===== src/rtl/multi_channel_overcurrent_relay_if.sv =====
// Purpose : bundle of settings, sample strobe and trip status for the overcurrent relay.
// Latency : n/a (wires only).
// Backpressure: none; sample_valid is a one-cycle qualifier with no ready return.
// Ports   : master drives the samples and settings and reads the status; slave is the relay.
//           The parameters must match the relay instance that uses this bundle.
interface multi_channel_overcurrent_relay_if #(
   parameter int N_CH  = 3,
   parameter int WIDTH = 16,
   parameter int CNT_W = 16
);
   logic                    sample_valid;
   logic [N_CH*WIDTH-1:0]   I_rms;
   logic [WIDTH-1:0]        I_p;
   logic [WIDTH-1:0]        I_hyst;
   logic [WIDTH-1:0]        I_inst;
   logic [CNT_W-1:0]        trip_delay;
   logic                    latch_en;
   logic                    trip_ack;
   logic                    trip_signal;
   logic [N_CH-1:0]         trip_channels;
   logic [N_CH-1:0]         pickup_flags;
   logic                    inst_trip;

   modport master (
      output sample_valid, I_rms, I_p, I_hyst, I_inst, trip_delay, latch_en, trip_ack,
      input  trip_signal, trip_channels, pickup_flags, inst_trip
   );

   modport slave (
      input  sample_valid, I_rms, I_p, I_hyst, I_inst, trip_delay, latch_en, trip_ack,
      output trip_signal, trip_channels, pickup_flags, inst_trip
   );
endinterface


===== src/rtl/multi_channel_overcurrent_relay.sv =====
// Purpose : per-channel definite-time / instantaneous overcurrent relay with latching or self-reset trips.
// Latency : one clk_800hz edge from the sampled inputs to every registered output.
// Backpressure: none; a sample is consumed whenever sample_valid is high.
// Ports   : clk_800hz, reset (async, active-high); bus (slave modport) carries I_rms, the settings,
//           trip_ack and the trip_signal / trip_channels / pickup_flags / inst_trip status.
module multi_channel_overcurrent_relay #(
   parameter int N_CH  = 3,
   parameter int WIDTH = 16,
   parameter int CNT_W = 16
) (
   input  logic                          clk_800hz,
   input  logic                          reset,
   multi_channel_overcurrent_relay_if.slave bus
);

   typedef enum logic [1:0] {
      IDLE     = 2'd0,
      TIMING   = 2'd1,
      OPERATED = 2'd2,
      LATCHED  = 2'd3
   } ch_state_t;

   ch_state_t        state     [N_CH];
   ch_state_t        nxt_state [N_CH];
   logic [CNT_W-1:0] cnt       [N_CH];
   logic [CNT_W-1:0] nxt_cnt   [N_CH];
   logic [CNT_W:0]   cnt_inc   [N_CH];

   logic [N_CH-1:0]  above;
   logic [N_CH-1:0]  dropped;
   logic [N_CH-1:0]  inst_hit;
   logic [N_CH-1:0]  inst_entry;
   logic [N_CH-1:0]  nxt_trip;
   logic [N_CH-1:0]  nxt_pick;

   logic [WIDTH-1:0] drop_lvl;
   logic [CNT_W-1:0] t_eff;

   // Dropout level clamps at zero when the hysteresis band exceeds the pick-up.
   assign drop_lvl = (bus.I_hyst >= bus.I_p) ? '0 : (bus.I_p - bus.I_hyst);
   // A zero delay behaves like a one-sample delay.
   assign t_eff    = (bus.trip_delay == '0) ? {{(CNT_W-1){1'b0}}, 1'b1} : bus.trip_delay;

   for (genvar k = 0; k < N_CH; k++) begin : g_cmp
      logic [WIDTH-1:0] cur;
      assign cur         = bus.I_rms[k*WIDTH +: WIDTH];
      assign above[k]    = cur > bus.I_p;
      assign dropped[k]  = cur <= drop_lvl;
      assign inst_hit[k] = (bus.I_inst != '0) && (cur > bus.I_inst);
      // One extra bit so the increment can never wrap before the >= T test.
      assign cnt_inc[k]  = {1'b0, cnt[k]} + {{CNT_W{1'b0}}, 1'b1};
   end

   always_comb begin
      for (int k = 0; k < N_CH; k++) begin
         nxt_state[k]  = state[k];
         nxt_cnt[k]    = cnt[k];
         inst_entry[k] = 1'b0;
         case (state[k])
            IDLE: begin
               if (bus.sample_valid) begin
                  if (inst_hit[k]) begin
                     nxt_state[k]  = OPERATED;
                     inst_entry[k] = 1'b1;
                  end else if (above[k] && (t_eff == {{(CNT_W-1){1'b0}}, 1'b1})) begin
                     nxt_state[k] = OPERATED;
                  end else if (above[k]) begin
                     nxt_state[k] = TIMING;
                     nxt_cnt[k]   = {{(CNT_W-1){1'b0}}, 1'b1};
                  end
               end
            end
            TIMING: begin
               if (bus.sample_valid) begin
                  if (inst_hit[k]) begin
                     nxt_state[k]  = OPERATED;
                     inst_entry[k] = 1'b1;
                  end else if (dropped[k]) begin
                     nxt_state[k] = IDLE;
                     nxt_cnt[k]   = '0;
                  end else if (cnt_inc[k] >= {1'b0, t_eff}) begin
                     // Counter saturates at T once the element operates.
                     nxt_state[k] = OPERATED;
                     nxt_cnt[k]   = t_eff;
                  end else begin
                     nxt_cnt[k] = cnt_inc[k][CNT_W-1:0];
                  end
               end
            end
            OPERATED: begin
               // Acknowledge is deliberately ignored while current is still present.
               if (bus.sample_valid && dropped[k]) begin
                  nxt_state[k] = bus.latch_en ? LATCHED : IDLE;
                  nxt_cnt[k]   = bus.latch_en ? cnt[k] : '0;
               end
            end
            LATCHED: begin
               // A fresh overcurrent re-operates at once and wins over a coincident acknowledge.
               if (bus.sample_valid && above[k]) begin
                  nxt_state[k] = OPERATED;
               end else if (bus.trip_ack || !bus.latch_en) begin
                  nxt_state[k] = IDLE;
                  nxt_cnt[k]   = '0;
               end
            end
            default: begin
               nxt_state[k] = IDLE;
               nxt_cnt[k]   = '0;
            end
         endcase
         nxt_trip[k] = (nxt_state[k] == OPERATED) || (nxt_state[k] == LATCHED);
         nxt_pick[k] = (nxt_state[k] == TIMING);
      end
   end

   always_ff @(posedge clk_800hz or posedge reset) begin
      if (reset) begin
         for (int k = 0; k < N_CH; k++) begin
            state[k] <= IDLE;
            cnt[k]   <= '0;
         end
         bus.trip_signal   <= 1'b0;
         bus.trip_channels <= '0;
         bus.pickup_flags  <= '0;
         bus.inst_trip     <= 1'b0;
      end else begin
         for (int k = 0; k < N_CH; k++) begin
            state[k] <= nxt_state[k];
            cnt[k]   <= nxt_cnt[k];
         end
         bus.trip_signal   <= |nxt_trip;
         bus.trip_channels <= nxt_trip;
         bus.pickup_flags  <= nxt_pick;
         // inst_trip tracks the trip episode: it survives until the breaker output falls.
         if (!(|nxt_trip)) begin
            bus.inst_trip <= 1'b0;
         end else if (|inst_entry) begin
            bus.inst_trip <= 1'b1;
         end
      end
   end

endmodule

===== src/flat_wrapper.sv =====
// flat-port wrapper written by rule: the top's interface ports become plain ports
module multi_channel_overcurrent_relay_flat 
#(
   parameter int N_CH  = 3,
   parameter int WIDTH = 16,
   parameter int CNT_W = 16
)
  (clk_800hz, reset, bus_sample_valid, bus_I_rms, bus_I_p, bus_I_hyst, bus_I_inst, bus_trip_delay, bus_latch_en, bus_trip_ack, bus_trip_signal, bus_trip_channels, bus_pickup_flags, bus_inst_trip);
  multi_channel_overcurrent_relay_if #(.N_CH(N_CH), .WIDTH(WIDTH), .CNT_W(CNT_W)) bus_i ();
  input  logic clk_800hz;
  input  logic reset;
  input wire logic [$bits(bus_i.sample_valid)-1:0] bus_sample_valid;
  input wire logic [$bits(bus_i.I_rms)-1:0] bus_I_rms;
  input wire logic [$bits(bus_i.I_p)-1:0] bus_I_p;
  input wire logic [$bits(bus_i.I_hyst)-1:0] bus_I_hyst;
  input wire logic [$bits(bus_i.I_inst)-1:0] bus_I_inst;
  input wire logic [$bits(bus_i.trip_delay)-1:0] bus_trip_delay;
  input wire logic [$bits(bus_i.latch_en)-1:0] bus_latch_en;
  input wire logic [$bits(bus_i.trip_ack)-1:0] bus_trip_ack;
  output wire logic [$bits(bus_i.trip_signal)-1:0] bus_trip_signal;
  output wire logic [$bits(bus_i.trip_channels)-1:0] bus_trip_channels;
  output wire logic [$bits(bus_i.pickup_flags)-1:0] bus_pickup_flags;
  output wire logic [$bits(bus_i.inst_trip)-1:0] bus_inst_trip;
  assign bus_i.sample_valid = bus_sample_valid;
  assign bus_i.I_rms = bus_I_rms;
  assign bus_i.I_p = bus_I_p;
  assign bus_i.I_hyst = bus_I_hyst;
  assign bus_i.I_inst = bus_I_inst;
  assign bus_i.trip_delay = bus_trip_delay;
  assign bus_i.latch_en = bus_latch_en;
  assign bus_i.trip_ack = bus_trip_ack;
  assign bus_trip_signal = bus_i.trip_signal;
  assign bus_trip_channels = bus_i.trip_channels;
  assign bus_pickup_flags = bus_i.pickup_flags;
  assign bus_inst_trip = bus_i.inst_trip;
  multi_channel_overcurrent_relay #(.N_CH(N_CH), .WIDTH(WIDTH), .CNT_W(CNT_W)) u_core (.clk_800hz(clk_800hz), .reset(reset), .bus(bus_i));
endmodule

===== config.mk =====
export PLATFORM = sky130hd
export DESIGN_NAME = multi_channel_overcurrent_relay_flat
export DESIGN_NICKNAME = d
export VERILOG_FILES = /design/src/rtl/multi_channel_overcurrent_relay_if.sv /design/src/rtl/multi_channel_overcurrent_relay.sv /design/src/flat_wrapper.sv
export SDC_FILE = /design/constraint.sdc
export NUM_CORES = 1
export LEC_CHECK = 0
export ABC_AREA = 1
export ABC_CLOCK_PERIOD_IN_PS = 6800
export CELL_PAD_IN_SITES_DETAIL_PLACEMENT = 1
export CELL_PAD_IN_SITES_GLOBAL_PLACEMENT = 2
export CORE_MARGIN = 8
export CORE_UTILIZATION = 34
export CTS_BUF_LIST = sky130_fd_sc_hd__clkbuf_16
export DETAILED_ROUTE_END_ITERATION = 8
export PLACE_DENSITY = 0.95
export SLEW_MARGIN = 25
export SYNTH_ARGS = -nofsm -noshare
export SYNTH_HDL_FRONTEND = slang
export SYNTH_SLANG_ARGS = --single-unit

===== constraint.sdc =====
create_clock -name clk_800hz -period 6.8 [get_ports clk_800hz]
set_input_delay 2.04 -clock clk_800hz [delete_from_list [all_inputs] [get_ports clk_800hz]]
set_output_delay 2.04 -clock clk_800hz [all_outputs]
set_load 0.005 [all_outputs]

Yosys cells after proc, flatten, opt, wreduce, memory -nomap -nowiden
Index checks and enable logic that the tools add are counted.

word-level totals
  output and inout port bits = 8
  flip-flop bits (word level) = 62

cells by class
  add/sub/neg operators = 4
  magnitude comparators = 13
  equality and inequality tests = 50
  reduce and logical (&&, ||, !) cells = 30
  muxes and demuxes = 85

operators by type and width
  kind                   count
  $mux 16                34
  $pmux 16 s4            3
  $gt 16x16->1           6
  $mux 2                 34
  $add 16x1->17 const B  3
  $ge 17x16->1           3
  $le 16x16->1           3
  $ne 2x2->1 const B     22
  $reduce_and 10->1      3
  $eq 2x2->1 const B     12
  $pmux 2 s4             3
  $ne 2x1->1 const B     9
  $eq 16x1->1 const B    1
  $ge 16x16->1           1
  $logic_not 16->1       1
  $reduce_bool 16->1     1
  $sub 16x16->16         1
  $eq 2x1->1 const B     6
  $logic_and 1x1->1      12
  $mux 1                 11
  $logic_not 2->1        3
  $reduce_or 2->1        3
  $reduce_or 3->1        2
  $logic_or 1x1->1       4
  $logic_not 1->1        1

Logic depth before layout (Yosys ltp)
  depth in word-level cells = 12
  depth in mapped cells = 33

Worst setup path after synthesis
OpenSTA, ideal clock, no wires.

  path type = input to register
  start = input bus_I_p[0]
  end = register u_core.cnt[8] (netlist name)
  path slack = 1.519 ns
  library setup time = 0.065 ns
  stages = 30
  data arrival time = 5.216 ns
  cells stage by stage = inv_1 -> ha_1 -> inv_1 -> fa_1 -> nand3_1 -> nand2_1 -> nand3_1 -> nand3_1 -> nand2_1 -> nand3_1 -> nand2_1 -> clkinv_1 -> o21ai_0 -> a21o_1 -> ha_1 -> nand2_1 -> o21ai_0 -> a21oi_1 -> nand2_1 -> nand2_1 -> nand2_1 -> nand2_1 -> nand2_1 -> nor2_2 -> inv_2 -> nor2_2 -> buf_6 -> buf_6 -> nand3_1 -> nand2_1

on the way
  cells in the longest elaborated chain, start to end = 7
  elaborated cells between the ends (all ways) = 17
  those cells by class = 1 x add/sub; 3 x order compare; 4 x eq/ne; 5 x mux; 4 x reduce/logical

ends and longest elaborated chain
  item                                            RTL line                                source
  start: declaration                              flat_wrapper.sv:14                      input wire logic [$bits(bus_i.I_p)-1:0] bus_I_p;
  $sub 16x16->16 or $ge 16x16->1 (tied branches)  multi_channel_overcurrent_relay.sv:40   assign drop_lvl = (bus.I_hyst >= bus.I_p) ? '0 : (bus.I_p - bus.I_hyst);
  $mux 16                                         multi_channel_overcurrent_relay.sv:40
  $le 16x16->1                                    multi_channel_overcurrent_relay.sv:48   assign dropped[k] = cur <= drop_lvl;
  $mux 16                                         multi_channel_overcurrent_relay.sv:78   end else if (dropped[k]) begin
  $mux 16                                         multi_channel_overcurrent_relay.sv:75   if (inst_hit[k]) begin
  $mux 16                                         multi_channel_overcurrent_relay.sv:74   if (bus.sample_valid) begin
  $pmux 16 s4                                     multi_channel_overcurrent_relay.sv:59   case (state[k])
  end signal: indexed assignment                  multi_channel_overcurrent_relay.sv:129  cnt[k] <= nxt_cnt[k];
  end: declaration                                multi_channel_overcurrent_relay.sv:25   logic [CNT_W-1:0] cnt [N_CH];

Parallel ways exist; a longest one is shown, timed or not. The select of a mux whose other input is x is not followed.
A chain may end at the register's enable or synchronous reset.

Final worst setup path
  start = input bus_I_p[0]
  end = register u_core.cnt[13] (netlist name)

Same word-level chain as after synthesis.

==> results.md <==
- Initial DRC Count: 548
- Synth Area per Inst: 6.51 um2
- Synth top area cells: ha_1, dfrtp_1, nand2_1
- Max incr delay on CP: 470 ps
- Pin count of the biggest net entering global routing: 63
- Placed insts: 2027
- Final setup TNS: 0 ps
- DRT Pass-1 Iters: 5
- Crit path max-delay cell type: clkdlybuf4s50_1
- Row cnt: 62
- Tot GR Track Use: 20.5%
- Final ANT Viol Nets: 0
- Clock network fraction of design power: 23.5%
- Post-DP HPWL: 30.7 mm
- DR vias/cell: 5.22
- RSZ-0062 raised after global routing: no
- Die X: 187 um
- Average wire per standard cell: 17.7 um
- Worst-Margin Slew: 953 ps
- Mapped Cells: 1531
- Synth top area share: 26.5%
- Via Count: 10.7k
- Final hold vios: 0
- Synth area leader: ha_1
- Post_cts resized: 0
- Max_slew headroom: 36.3%
- Setup violations, final: 0
- Final cell count without fillers: 2043
- IO buf count: 124
- P per Cell Area: 168 nW/um2
- # DRC: 0
- Fin Clk Skew: 7.71 ps
- Worst-path clk slew: 60 ps
- Leak: 6.15 nW
- Sw Ratio: 45.4%
- TritonCTS clock tree: done
- Crit. End Element: register
- Die area: 35100 um2
- Clock buffer depth: 2
- #FFs+latches synth: 62
- Diode count: 0
- Period utilization: 93.0%
- Hold slack: 511 ps
- Area Overhead vs Synth: 19.8%
- Total grt overflow: 0
- Io pins: 125
- CTS Buf Count: 9
- VDD IR-drop max: 0.128 mV
- Layout cells sized above 1: 3.62%
- First-pass GRT wire length: 58.8 mm
- Post-synthesis sequential area ratio: 15.6%
- Initial Util: 34.6%
- Comb power frac: 52.7%
- Period minus WS final: 6320 ps
- Cell mode on critical path: nand2_1
- Reg power frac: 23.9%
- TritonCTS Sinks: 62
- Final net count: 1983
- Initial antenna violation count: 1
- Post-CTS setup buffers: 0
- Vias in the first global route: 11.3k
- Die Ht: 187 um
- Hold Crit Class: register to register
- Placer Congestion: 0.904
- H-tree depth: 3
- Int Power: 0.00110 W
- Max Clk Rate: 158 MHz
- CTS Hold Bufs: 0
- Sw Pwr: 0.000915 W
- Syn Nets: 1860
- Worst-path fanout max: 29
- Max Cap Violations: 0
- Core footprint: 28800 um2
- Synth warnings: 0
- Fin. max-slew vios: 0
- Worst setup path class: input port to register
- Cell Area, Synth: 9970 um2
- CP required: 7030 ps
- Worst Path Arrival: 6560 ps
- Clock Latency Late Sink: 340 ps
- Crit start category: input port
- Routed WL: 36.1 mm
- Library cells used by synthesis: 40
- Outcome: finished, final reports clean
- Clock Tree Root: clkbuf_16
==> layer usage <==
metal	up-vias	wire length [um]	track usage, %
li1	5350	-	-
met1	5068	17600	27.2
met2	192	16500	34.3
met3	50	1090	2.87
met4	2	857	5.35
met5	-	13	0
==> worst max-delay path, delay by kind of cell <==
kind	cells	cell delay, ps
AO/OA/AOI/OAI	5	740
adder cells (fa/ha/maj)	3	790
buffers and inverters	7	1270
AND/OR/NAND/NOR	16	1670
==> final cells by class <==
type | instances | area, um2
Sequential cell | 62 | 1550
Tap cell | 384 | 480
Fill cell | 3759 | 16800
Timing Repair Buffer | 133 | 1320
Clock inverter | 7 | 65.1
Multi-Input combinational cell | 1218 | 7440
Inverter | 230 | 867
Clock buffer | 9 | 225
==> flip-flops by register name, summed over array words and instances (netlist names) <==
signal	count
u_core.bus.inst_trip	1
u_core.cnt	48
u_core.bus.trip_signal	1
u_core.bus.pickup_flags	3
u_core.state	6
u_core.bus.trip_channels	3
==> worst paths after layout <==
path / startpoint / endpoint / slack, ps / depth (start not counted)
setup reg to reg: u_core.cnt[2]$_DFFE_PP0P_ / u_core.bus.pickup_flags[2]$_DFF_PP0_ / 2830 / 23
hold / removal: u_core.cnt[33]$_DFFE_PP0P_ / u_core.cnt[33]$_DFFE_PP0P_ / 510 / 2
max in group asynchronous: reset / u_core.cnt[15]$_DFFE_PP0P_ / 3910 / 3
min in group asynchronous: reset / u_core.cnt[40]$_DFFE_PP0P_ / 2270 / 3
setup / recovery: bus_I_p[0] / u_core.cnt[13]$_DFFE_PP0P_ / 480 / 31
hold reg to reg: u_core.cnt[33]$_DFFE_PP0P_ / u_core.cnt[33]$_DFFE_PP0P_ / 510 / 2
==> layout by cell type, fill, tap and decap left out, drive strengths merged, types with 7 or more instances in the layout <==
cell,n
a21oi,139
buf,9
clkbuf,9
clkdlybuf4s50,124
clkinv,7
dfrtp,62
ha,211
inv,227
nand2,380
nand3,89
nand4,34
nor2,139
nor3,30
o211ai,10
o21ai,108
xor2,31
==> power by group through the flow <==
stage / Sequential, W / Combinational (W) / Clock [W]
after global routing: 0.000490 / 0.00120 / 0.000499
after floorplan: 0.000466 / 0.000669 / 0
after CTS: 0.000479 / 0.00106 / 0.000482
after global placement: 0.000486 / 0.00101 / 0
final: 0.000480 / 0.00106 / 0.000473
after detailed placement: 0.000485 / 0.00105 / 0
==> cells by family after synthesis <==
group / share of synthesized area [%]
DFF: 15.6
adders and majority gates: 26.7
buffers and inverters: 9.85
AOI/OAI and AO/OA: 15.4
xor gates and xnor gates: 3.16
and+or+nand+nor: 29.3
==> cells in the mapped netlist (all sizes together) <==
library cell / instances
xnor2: 5
o21ai: 108
o21bai: 5
o2111ai: 1
a31oi: 1
inv: 228
nor2: 139
a211oi: 5
dfrtp: 62
ha: 211
a31o: 2
buf: 17
clkinv: 2
or2: 6
nand3b: 2
fa: 1
a21o: 5
o211ai: 10
o21a: 6
nor4: 5
nor3: 30
a21boi: 3
nand4: 34
a21oi: 139
nand3: 89
nand2: 380
xor2: 31
clkbuf: 4
==> per-stage QoR <==
stage	util, %	worst slack, ps	power [W]	area (um2)
after floorplan	-	1520	0.00113	9970
after global placement	40.5	133	0.00150	11700
after detailed placement	40.5	54.7	0.00154	11700
after CTS	41.5	402	0.00202	11900
after global routing	41.5	14.6	0.00219	12000
final	41.5	475	0.00201	12000
Power figures use the tool's default switching activity.
